--- config.mk ---
export PLATFORM = sky130hd
export DESIGN_NAME = terrain_carver
export DESIGN_NICKNAME = d
export VERILOG_FILES = /design/src/rtl/terrain_carver.sv
export SDC_FILE = /design/constraint.sdc
export NUM_CORES = 2
export LEC_CHECK = 0
export BUFFER_PORTS_ARGS = -buffer_cell sky130_fd_sc_hd__buf_2
export CELL_PAD_IN_SITES_DETAIL_PLACEMENT = 0
export CELL_PAD_IN_SITES_GLOBAL_PLACEMENT = 1
export CORE_AREA = 2 2 421 423
export CTS_BUF_LIST = sky130_fd_sc_hd__clkbuf_2 sky130_fd_sc_hd__clkbuf_4 sky130_fd_sc_hd__clkbuf_8
export CTS_CLUSTER_DIAMETER = 50
export CTS_CLUSTER_SIZE = 28
export DETAILED_ROUTE_END_ITERATION = 8
export DIE_AREA = 0 0 423 425
export PLACE_DENSITY_LB_ADDON = 0.1
export REMOVE_ABC_BUFFERS = 1
export SKIP_LAST_GASP = 1
export SLEW_MARGIN = 20
export SYNTH_ARGS = -nofsm -noshare
export SYNTH_HDL_FRONTEND = slang
export SYNTH_SLANG_ARGS = --single-unit
--- constraint.sdc ---
create_clock -name clk -period 19 [get_ports clk]
set_input_delay 3.8 -clock clk [delete_from_list [all_inputs] [get_ports clk]]
set_output_delay 3.8 -clock clk [all_outputs]
set_load 0.01 [all_outputs]
--- src/rtl/terrain_carver.sv ---
// rtl/terrain_carver.sv - carves a filled circle out of column-organised terrain RAM
// One read-modify-write per touched column, columns visited in ascending order.
module terrain_carver #(
    parameter int COLS = 640,
    parameter int ROWS = 512
) (
    input  logic            clk,
    input  logic            reset,
    input  logic            start,
    input  logic [9:0]      X,
    input  logic [9:0]      Y,
    input  logic [9:0]      radius,
    output logic            busy,
    output logic            done,
    output logic [9:0]      mem_addr,
    output logic            mem_rd,
    input  logic [ROWS-1:0] mem_rdata,
    output logic            mem_we,
    output logic [ROWS-1:0] mem_wdata
);

    typedef enum logic [2:0] {
        S_IDLE,
        S_HGT,
        S_RD,
        S_WT,
        S_WR,
        S_DN
    } state_t;

    localparam logic [10:0] LAST_COL = 11'(COLS - 1);

    state_t          state_q, state_d;
    logic [9:0]      x_q, x_d;
    logic [9:0]      y_q, y_d;
    logic [9:0]      r_q, r_d;
    logic [9:0]      col_q, col_d;
    logic [9:0]      col_hi_q, col_hi_d;
    logic [9:0]      h_q, h_d;
    logic [ROWS-1:0] word_q, word_d;

    logic signed [10:0] col_lo_s;
    logic [10:0]        col_lo;
    logic [10:0]        col_sum;
    logic [10:0]        col_hi;
    logic signed [10:0] dx_s;
    logic [9:0]         dx;
    logic [20:0]        hh, dd, rr;
    logic               fits;
    logic signed [11:0] row_lo_s, row_hi_s;
    logic [ROWS-1:0]    clr_mask;

    always_ff @(posedge clk or negedge reset) begin
        if (!reset) begin
            state_q  <= S_IDLE;
            x_q      <= '0;
            y_q      <= '0;
            r_q      <= '0;
            col_q    <= '0;
            col_hi_q <= '0;
            h_q      <= '0;
            word_q   <= '0;
        end else begin
            state_q  <= state_d;
            x_q      <= x_d;
            y_q      <= y_d;
            r_q      <= r_d;
            col_q    <= col_d;
            col_hi_q <= col_hi_d;
            h_q      <= h_d;
            word_q   <= word_d;
        end
    end

    // Column span of the request, clipped to the screen; lo > hi means fully off-screen
    always_comb begin
        col_lo_s = $signed({1'b0, X}) - $signed({1'b0, radius});
        col_lo   = col_lo_s[10] ? 11'd0 : col_lo_s;
        col_sum  = {1'b0, X} + {1'b0, radius};
        col_hi   = (col_sum > LAST_COL) ? LAST_COL : col_sum;
    end

    // Half-height search: largest h (counting down from r) inside the circle at this column
    always_comb begin
        dx_s = $signed({1'b0, col_q}) - $signed({1'b0, x_q});
        dx   = dx_s[10] ? 10'(-dx_s) : dx_s[9:0];
        hh   = 21'(h_q) * 21'(h_q);
        dd   = 21'(dx) * 21'(dx);
        rr   = 21'(r_q) * 21'(r_q);
        fits = (hh + dd) <= rr;
    end

    always_comb begin
        state_d  = state_q;
        x_d      = x_q;
        y_d      = y_q;
        r_d      = r_q;
        col_d    = col_q;
        col_hi_d = col_hi_q;
        h_d      = h_q;
        word_d   = word_q;
        case (state_q)
            S_IDLE: begin
                if (start) begin
                    x_d = X;
                    y_d = Y;
                    r_d = radius;
                    if (col_lo > col_hi) begin
                        state_d = S_DN;
                    end else begin
                        col_d    = col_lo[9:0];
                        col_hi_d = col_hi[9:0];
                        h_d      = radius;
                        state_d  = S_HGT;
                    end
                end
            end
            S_HGT: begin
                if (fits) begin
                    state_d = S_RD;
                end else begin
                    h_d = h_q - 10'd1;
                end
            end
            S_RD: state_d = S_WT;
            S_WT: begin
                word_d  = mem_rdata;
                state_d = S_WR;
            end
            S_WR: begin
                if (col_q == col_hi_q) begin
                    state_d = S_DN;
                end else begin
                    col_d   = col_q + 10'd1;
                    h_d     = r_q;
                    state_d = S_HGT;
                end
            end
            S_DN:    state_d = S_IDLE;
            default: state_d = S_IDLE;
        endcase
    end

    // Rows [Y-h, Y+h]; clipping falls out of only enumerating rows that exist
    always_comb begin
        row_lo_s = $signed({2'b00, y_q}) - $signed({2'b00, h_q});
        row_hi_s = $signed({2'b00, y_q}) + $signed({2'b00, h_q});
        clr_mask = '0;
        for (int y = 0; y < ROWS; y++) begin
            clr_mask[y] = (y >= int'(row_lo_s)) && (y <= int'(row_hi_s));
        end
    end

    always_comb begin
        busy      = (state_q != S_IDLE);
        done      = (state_q == S_DN);
        mem_rd    = (state_q == S_RD);
        mem_we    = (state_q == S_WR);
        mem_addr  = '0;
        mem_wdata = '0;
        if (state_q == S_RD || state_q == S_WR) begin
            mem_addr = col_q;
        end
        if (state_q == S_WR) begin
            mem_wdata = word_q & ~clr_mask;
        end
    end

endmodule

=== Word level (Yosys, flattened, before mapping) ===
Index checks and enable logic that the tools add are counted.

* Multiplexer cells: 19
* Order comparisons: 1,027
* Bitwise gates (word level): 3
* Equality and inequality tests: 11
* Reductions and logical operators: 522
* Shifts and indexed selects: 0
* Multipliers: 3
* Add/subtract/negate cells: 9
* Div/mod/pow operators: 0

{| class="wikitable"
|+ Operators by type and width
! operator !! count
|-
| >= comparator 10 x 11 -> 1 bit, first input constant || 256
|-
| <= comparator 9 x 11 -> 1 bit, first input constant || 256
|-
| >= comparator 9 x 11 -> 1 bit, first input constant || 128
|-
| <= comparator 8 x 11 -> 1 bit, first input constant || 128
|-
| >= comparator 8 x 11 -> 1 bit, first input constant || 64
|-
| <= comparator 7 x 11 -> 1 bit, first input constant || 64
|-
| bitwise AND 512 bit || 1
|-
| logical AND 1 bit || 512
|-
| two-way mux 512 bit || 1
|-
| NOT 512 bit || 1
|-
| >= comparator 7 x 11 -> 1 bit, first input constant || 32
|-
| <= comparator 6 x 11 -> 1 bit, first input constant || 32
|-
| >= comparator 6 x 11 -> 1 bit, first input constant || 16
|-
| <= comparator 5 x 11 -> 1 bit, first input constant || 16
|-
| two-way mux 10 bit || 10
|-
| >= comparator 5 x 11 -> 1 bit, first input constant || 8
|-
| <= comparator 4 x 11 -> 1 bit, first input constant || 8
|-
| multiplier 10 x 10 -> 20 bit || 3
|-
| >= comparator 4 x 11 -> 1 bit, first input constant || 4
|-
| <= comparator 3 x 11 -> 1 bit, first input constant || 4
|-
| subtractor 10 x 10 -> 11 bit || 3
|-
| one-hot mux 10 bit (3 select lines) || 1
|-
| adder 10 x 10 -> 11 bit || 2
|-
| >= comparator 3 x 11 -> 1 bit, first input constant || 2
|-
| other kinds (29) || 42
|}

* Memory bits (read-only): 0
* Logic and storage cells: 1,602
* Input bits: 545
* Latch bits: 0
* Memories kept: 0
* Memory bits (writable): 0
* Output and inout bits: 526
* Bits in registers: 575

=== Longest topological paths before layout ===
* Depth after elaboration: 8
* Mapped depth: 47
* Gate-level depth less buffers: 44

=== Worst setup path before layout ===
No wires, ideal clock.

* Kind: reg2reg
* Start point: register col_q[0]
* End point: register h_q[5]
* Path slack: 8.647 ns
* Data required time: 18.870 ns
* Setup time: 0.130 ns
* Arrival: 10.222 ns
* Clock period less this slack: 10.353 ns
* Cell stages (with the launch flop): 45
* Buffers on the path: 3
* Path through: dfrtp_1 > inv_1 > ha_1 > inv_1 > fa_1 > a211oi_1 > o21ai_0 > a21o_1 > a21o_1 > xor2_1 > or4_1 > o21ai_0 > xnor2_1 > clkbuf_1 > or2_2 > fa_1 > inv_1 > fa_1 > (+9 left out) > nand3_1 > nand2_1 > a41o_1 > or3_1 > a31o_2 > a21oi_1 > xnor2_1 > ha_1 > a2111o_1 > a21oi_1 > o31ai_1 > a21oi_1 > a31o_2 > clkbuf_1 > nand2_1 > clkbuf_1 > a21oi_1 > a21oi_1

* Cells in the longest elaborated chain, start to end: 8
* Elaborated cells on any way between the ends: 10
* Those cells by class: 3 x add/sub; 1 x mul; 1 x order compare; 3 x eq/ne; 1 x mux; 1 x reduce/logical

{| class="wikitable"
|+ RTL lines
! item !! RTL line !! text
|-
| start: declaration || 37 || <nowiki>logic [9:0] col_q, col_d;</nowiki>
|-
| start signal: assignment || 68 || <nowiki>col_q <= col_d;</nowiki>
|-
| subtractor 10 x 10 -> 11 bit || 85 || <nowiki>dx_s = $signed({1'b0, col_q}) - $signed({1'b0, x_q});</nowiki>
|-
| negator 10 bit || 86 || <nowiki>dx = dx_s[10] ? 10'(-dx_s) : dx_s[9:0];</nowiki>
|-
| two-way mux 10 bit || 86 ||
|-
| multiplier 10 x 10 -> 20 bit || 88 || <nowiki>dd = 21'(dx) * 21'(dx);</nowiki>
|-
| adder 20 x 20 -> 21 bit || 90 || <nowiki>fits = (hh + dd) <= rr;</nowiki>
|-
| <= comparator 21 x 20 -> 1 bit || 90 ||
|-
| != test 2 bit (no source line) || n/a ||
|-
| AND reduction 5 bit (no source line) (*) || n/a ||
|-
| end signal: assignment || 61 || <nowiki>h_q <= '0;</nowiki>
|-
| end signal: assignment || 70 || <nowiki>h_q <= h_d;</nowiki>
|-
| end: declaration || 39 || <nowiki>logic [9:0] h_q, h_d;</nowiki>
|}

Mark *: on every way between the ends. The rest lies on a longest branch, timed or not.
A chain may end at the register's enable or synchronous reset.

=== Worst setup path after layout ===
* Start point: register h_q[2]
* End point: output mem_wdata[42]

* Cells in the longest elaborated chain, start to end: 6
* Elaborated cells on any way between the ends: 8
* Those cells by class: 2 x add/sub; 2 x order compare; 1 x mux; 2 x bitwise; 1 x reduce/logical

{| class="wikitable"
|+ RTL lines
! item !! RTL line !! text
|-
| subtractor 10 x 10 -> 11 bit / adder 10 x 10 -> 11 bit (equally long branches) || 146, 147 ||
|-
| >= comparator 7 x 11 -> 1 bit / <= comparator 6 x 11 -> 1 bit (equally long branches) || 150 || <nowiki>clr_mask[y] = (y >= int'(row_lo_s)) && (y <= int'(row_hi_s));</nowiki>
|-
| logical AND 1 bit (*) || 150 ||
|-
| NOT 512 bit (*) || 165 || <nowiki>mem_wdata = word_q & ~clr_mask;</nowiki>
|-
| bitwise AND 512 bit (*) || 165 ||
|-
| two-way mux 512 bit (*) || 164 || <nowiki>if (state_q == S_WR) begin</nowiki>
|-
| end: declaration || 19 || <nowiki>output logic [ROWS-1:0] mem_wdata</nowiki>
|}

Marked as above.

==> results.py <==
metrics = {
    "setup_path": {
        "crit_type": "flip-flop to output port",
        "crit_fanout": 16,
        "rr_worst_depth": 42,
        "crit_arrival_ns": 9.03,
        "cp.required_ns": 15.20,
        "endpoint_kind": "output port",
        "critPathLaunchType": "flip-flop",
    },
    "drt": {
        "wl_per_cell_um": 44.06,
        "vias": 58200,
        "drtPass1Iterations": 8,
        "routed_wl_mm": 405.5,
        "drt-vias-per-instance": 6.324,
        "ant_nets": 0,
        "drtIter0Drc": 8253,
        "drc": 0,
    },
    "timing": {
        "max_freq_mhz": 77.95,
        "whs_ns": 0.4992,
        "skew_ns": 0.04146,
        "rsz0062_at_grt": "false",
        "slew_viol_final": 0,
        "fin_crit_sh_pct": 67.52,
        "hold_viol": 0,
        "tns_ns": 0,
        "finalCriticalPeriod_ns": 12.83,
        "slew_headroom_pct": 14.31,
        "setup_slack_ns": 6.172,
        "worst_pin_slew_ns": 1.284,
        "setup_viol": 0,
    },
    "cts": {
        "htreeDepth": 3,
        "post_cts_buffers": 0,
        "postCtsHoldBufs": 0,
        "clk_latency_ns": 0.94,
        "cts-root-buf": "clkbuf_8",
        "clock_sinks": 575,
        "path_clk_slew_ns": 0.08,
        "cts_resized": 0,
        "cts_buffers": 94,
        "cts_tree": "built",
        "clockBufferDepth": 3,
    },
    "global_routing": {
        "antenna_found_initial": 132,
        "grt_pass1_vias": 55760,
        "grt_overflow_total": 0,
        "grt_usage_pct": 43.45,
        "grt_pass1_wl_mm": 528.7,
        "grt_start_max_net_pins": 152,
    },
    "floorplanning": {
        "start_util_pct": 28.23,
        "die_h_um": 425,
        "die_w_um": 423,
        "die_area_mm2": 0.1798,
        "num_io_pins": 1071,
        "placementRows": 154,
        "core-area_mm2": 0.1753,
    },
    "cells_and_area": {
        "final_area_mm2": 0.06074,
        "area_growth_pct": 22.69,
        "drive_gt1_share_pct": 31.56,
        "nNetsFinal": 7664,
    },
    "yosys": {
        "synth_area_mm2": 0.04951,
        "ys_types": 102,
        "synth_area_per_cell_um2": 8.646,
        "ys.flop_type": "dfrtp_1",
        "ys_seq_area_share_pct": 29.06,
        "synthCells": 5726,
        "ys_ff_latch": 575,
        "async_flop_share_pct": 100.0,
        "synth-edff-count": 0,
        "synth_warnings": 0,
    },
    "placement": {
        "place_congestion": 1.088,
        "dp_hpwl_mm": 311.5,
        "place_area_mm2": 0.05827,
        "portBuffers": 1070,
        "post-place-ws_ns": 7.209,
    },
    "hold_path": {
        "hp-class": "flip-flop to flip-flop",
        "worstHoldPathCells": 1,
    },
    "job": {
        "drv_cap": 0,
    },
    "run_status": {
        "status": "finished, final reports clean",
    },
}
==> worst max-delay path, stage by stage (launching register included) <==
cell and delay (ns):
dfrtp_1 0.71, clkinv_1 0.47, ha_1 0.93, a21oi_1 0.21, nor3_4 0.31, nor4b_4 0.12, o21ai_1 0.46, nand2_2 0.39
nand2_1 0.69, inv_2 0.31, ha_1 0.62, and3_1 0.40, nand2_1 0.91, buf_4 0.37, nor2_1 0.07, o32ai_1 0.70
and2_1 0.22, buf_2 0.13
==> area by class of cell <==
cell class	count	area (µm²)
flip-flops and latches	575	14390
diodes	65	162.7
clock inverters	71	852.1
well taps	2340	2928
clock buffers	104	1400
fillers	19000	114600
inverters	312	1179
repair buffers	1274	6947
multi-input cells	4463	32890
==> cells in the final DEF (no fill, tap or decap), drive strengths merged, types with 33 or more instances in the layout <==
| cell type | synthesis | layout |
|---|---|---|
| and3 | 107 | 107 |
| o21a | 43 | 43 |
| nand2b | 42 | 42 |
| xnor2 | 60 | 60 |
| and2 | 65 | 65 |
| o21ai | 475 | 475 |
| nand4 | 36 | 36 |
| fa | 183 | 183 |
| a21o | 38 | 38 |
| buf | 98 | 1274 |
| nand2 | 577 | 577 |
| o31ai | 33 | 33 |
| o211ai | 64 | 64 |
| o311a | 64 | 64 |
| o22ai | 82 | 82 |
| mux2 | 535 | 535 |
| nor3 | 130 | 130 |
| ha | 216 | 216 |
| diode | 0 | 65 |
| clkbuf | 278 | 104 |
| xor2 | 40 | 40 |
| o211a | 57 | 57 |
| a21boi | 60 | 60 |
| a31oi | 89 | 89 |
| o221ai | 45 | 45 |
| a21oi | 475 | 475 |
| nand3 | 130 | 130 |
| dfrtp | 575 | 575 |
| nor2 | 455 | 455 |
| nor2b | 39 | 39 |
| inv | 305 | 337 |
==> registers in the layout, indices dropped and copies added, names as in the netlist <==
signal    flops
word_q      512
col_hi_q     10
col_q        10
h_q          10
r_q          10
x_q          10
y_q          10
state_q       3
==> Yosys cell counts (70+ instances only) <==
| library cell | count | area share (%) |
|---|---|---|
| o22ai_1 | 81 | 1.0 |
| nor2_1 | 447 | 3.4 |
| clkbuf_1 | 278 | 2.1 |
| inv_1 | 303 | 2.3 |
| nor3_1 | 120 | 1.2 |
| fa_1 | 183 | 7.4 |
| nand3_1 | 130 | 1.3 |
| a31oi_1 | 89 | 1.1 |
| dfrtp_1 | 575 | 29 |
| mux2_2 | 534 | 12 |
| buf_2 | 70 | 0.71 |
| and3_1 | 107 | 1.4 |
| o21ai_0 | 456 | 4.6 |
| nand2_1 | 573 | 4.3 |
| a21oi_1 | 470 | 4.8 |
| ha_1 | 216 | 5.5 |
==> worst paths after layout <==
kind,startpoint,endpoint,slack (ns)
worst max-delay path,h_q[2],mem_wdata[42],6.17
worst min-delay path,word_q[69],word_q[69],0.50
worst max register to register,col_q[0],h_q[7],7.11
worst min register to register,word_q[69],word_q[69],0.50
max in group asynchronous,reset,word_q[132],12.62
min in group asynchronous,reset,word_q[119],2.87
==> logic make-up after synthesis <==
group / share of synthesized area, %
multiplexers: 12.34
AND/OR/NAND/NOR: 15.36
XOR/XNOR: 1.799
flip-flops: 29.06
buffers and inverters: 5.507
adder cells (fa/ha/maj): 12.86
AO/OA/AOI/OAI: 23.06
==> per-stage QoR <==
step                instances  util [%]
floorplan                5350         -
global placement         8963     33.21
detailed placement       8963     33.23
CTS                      9138     34.52
global route             9165     34.59
finish                   9204     34.64
==> per-layer routing <==
| layer | wire, µm | part of all wire [%] | track usage, % | vias to the layer above |
|---|---|---|---|---|
| li1 | - | - | - | 22790 |
| met1 | 157700 | 39 | 52.90 | 29390 |
| met2 | 165400 | 41 | 62.11 | 4502 |
| met3 | 46880 | 12 | 17.53 | 1469 |
| met4 | 34920 | 8.6 | 30.50 | 54 |
| met5 | 535 | 0.13 | 0.4497 | - |
Power is not shown: default switching activity piles up to over one toggle a cycle in this logic, so the estimate is an artifact.
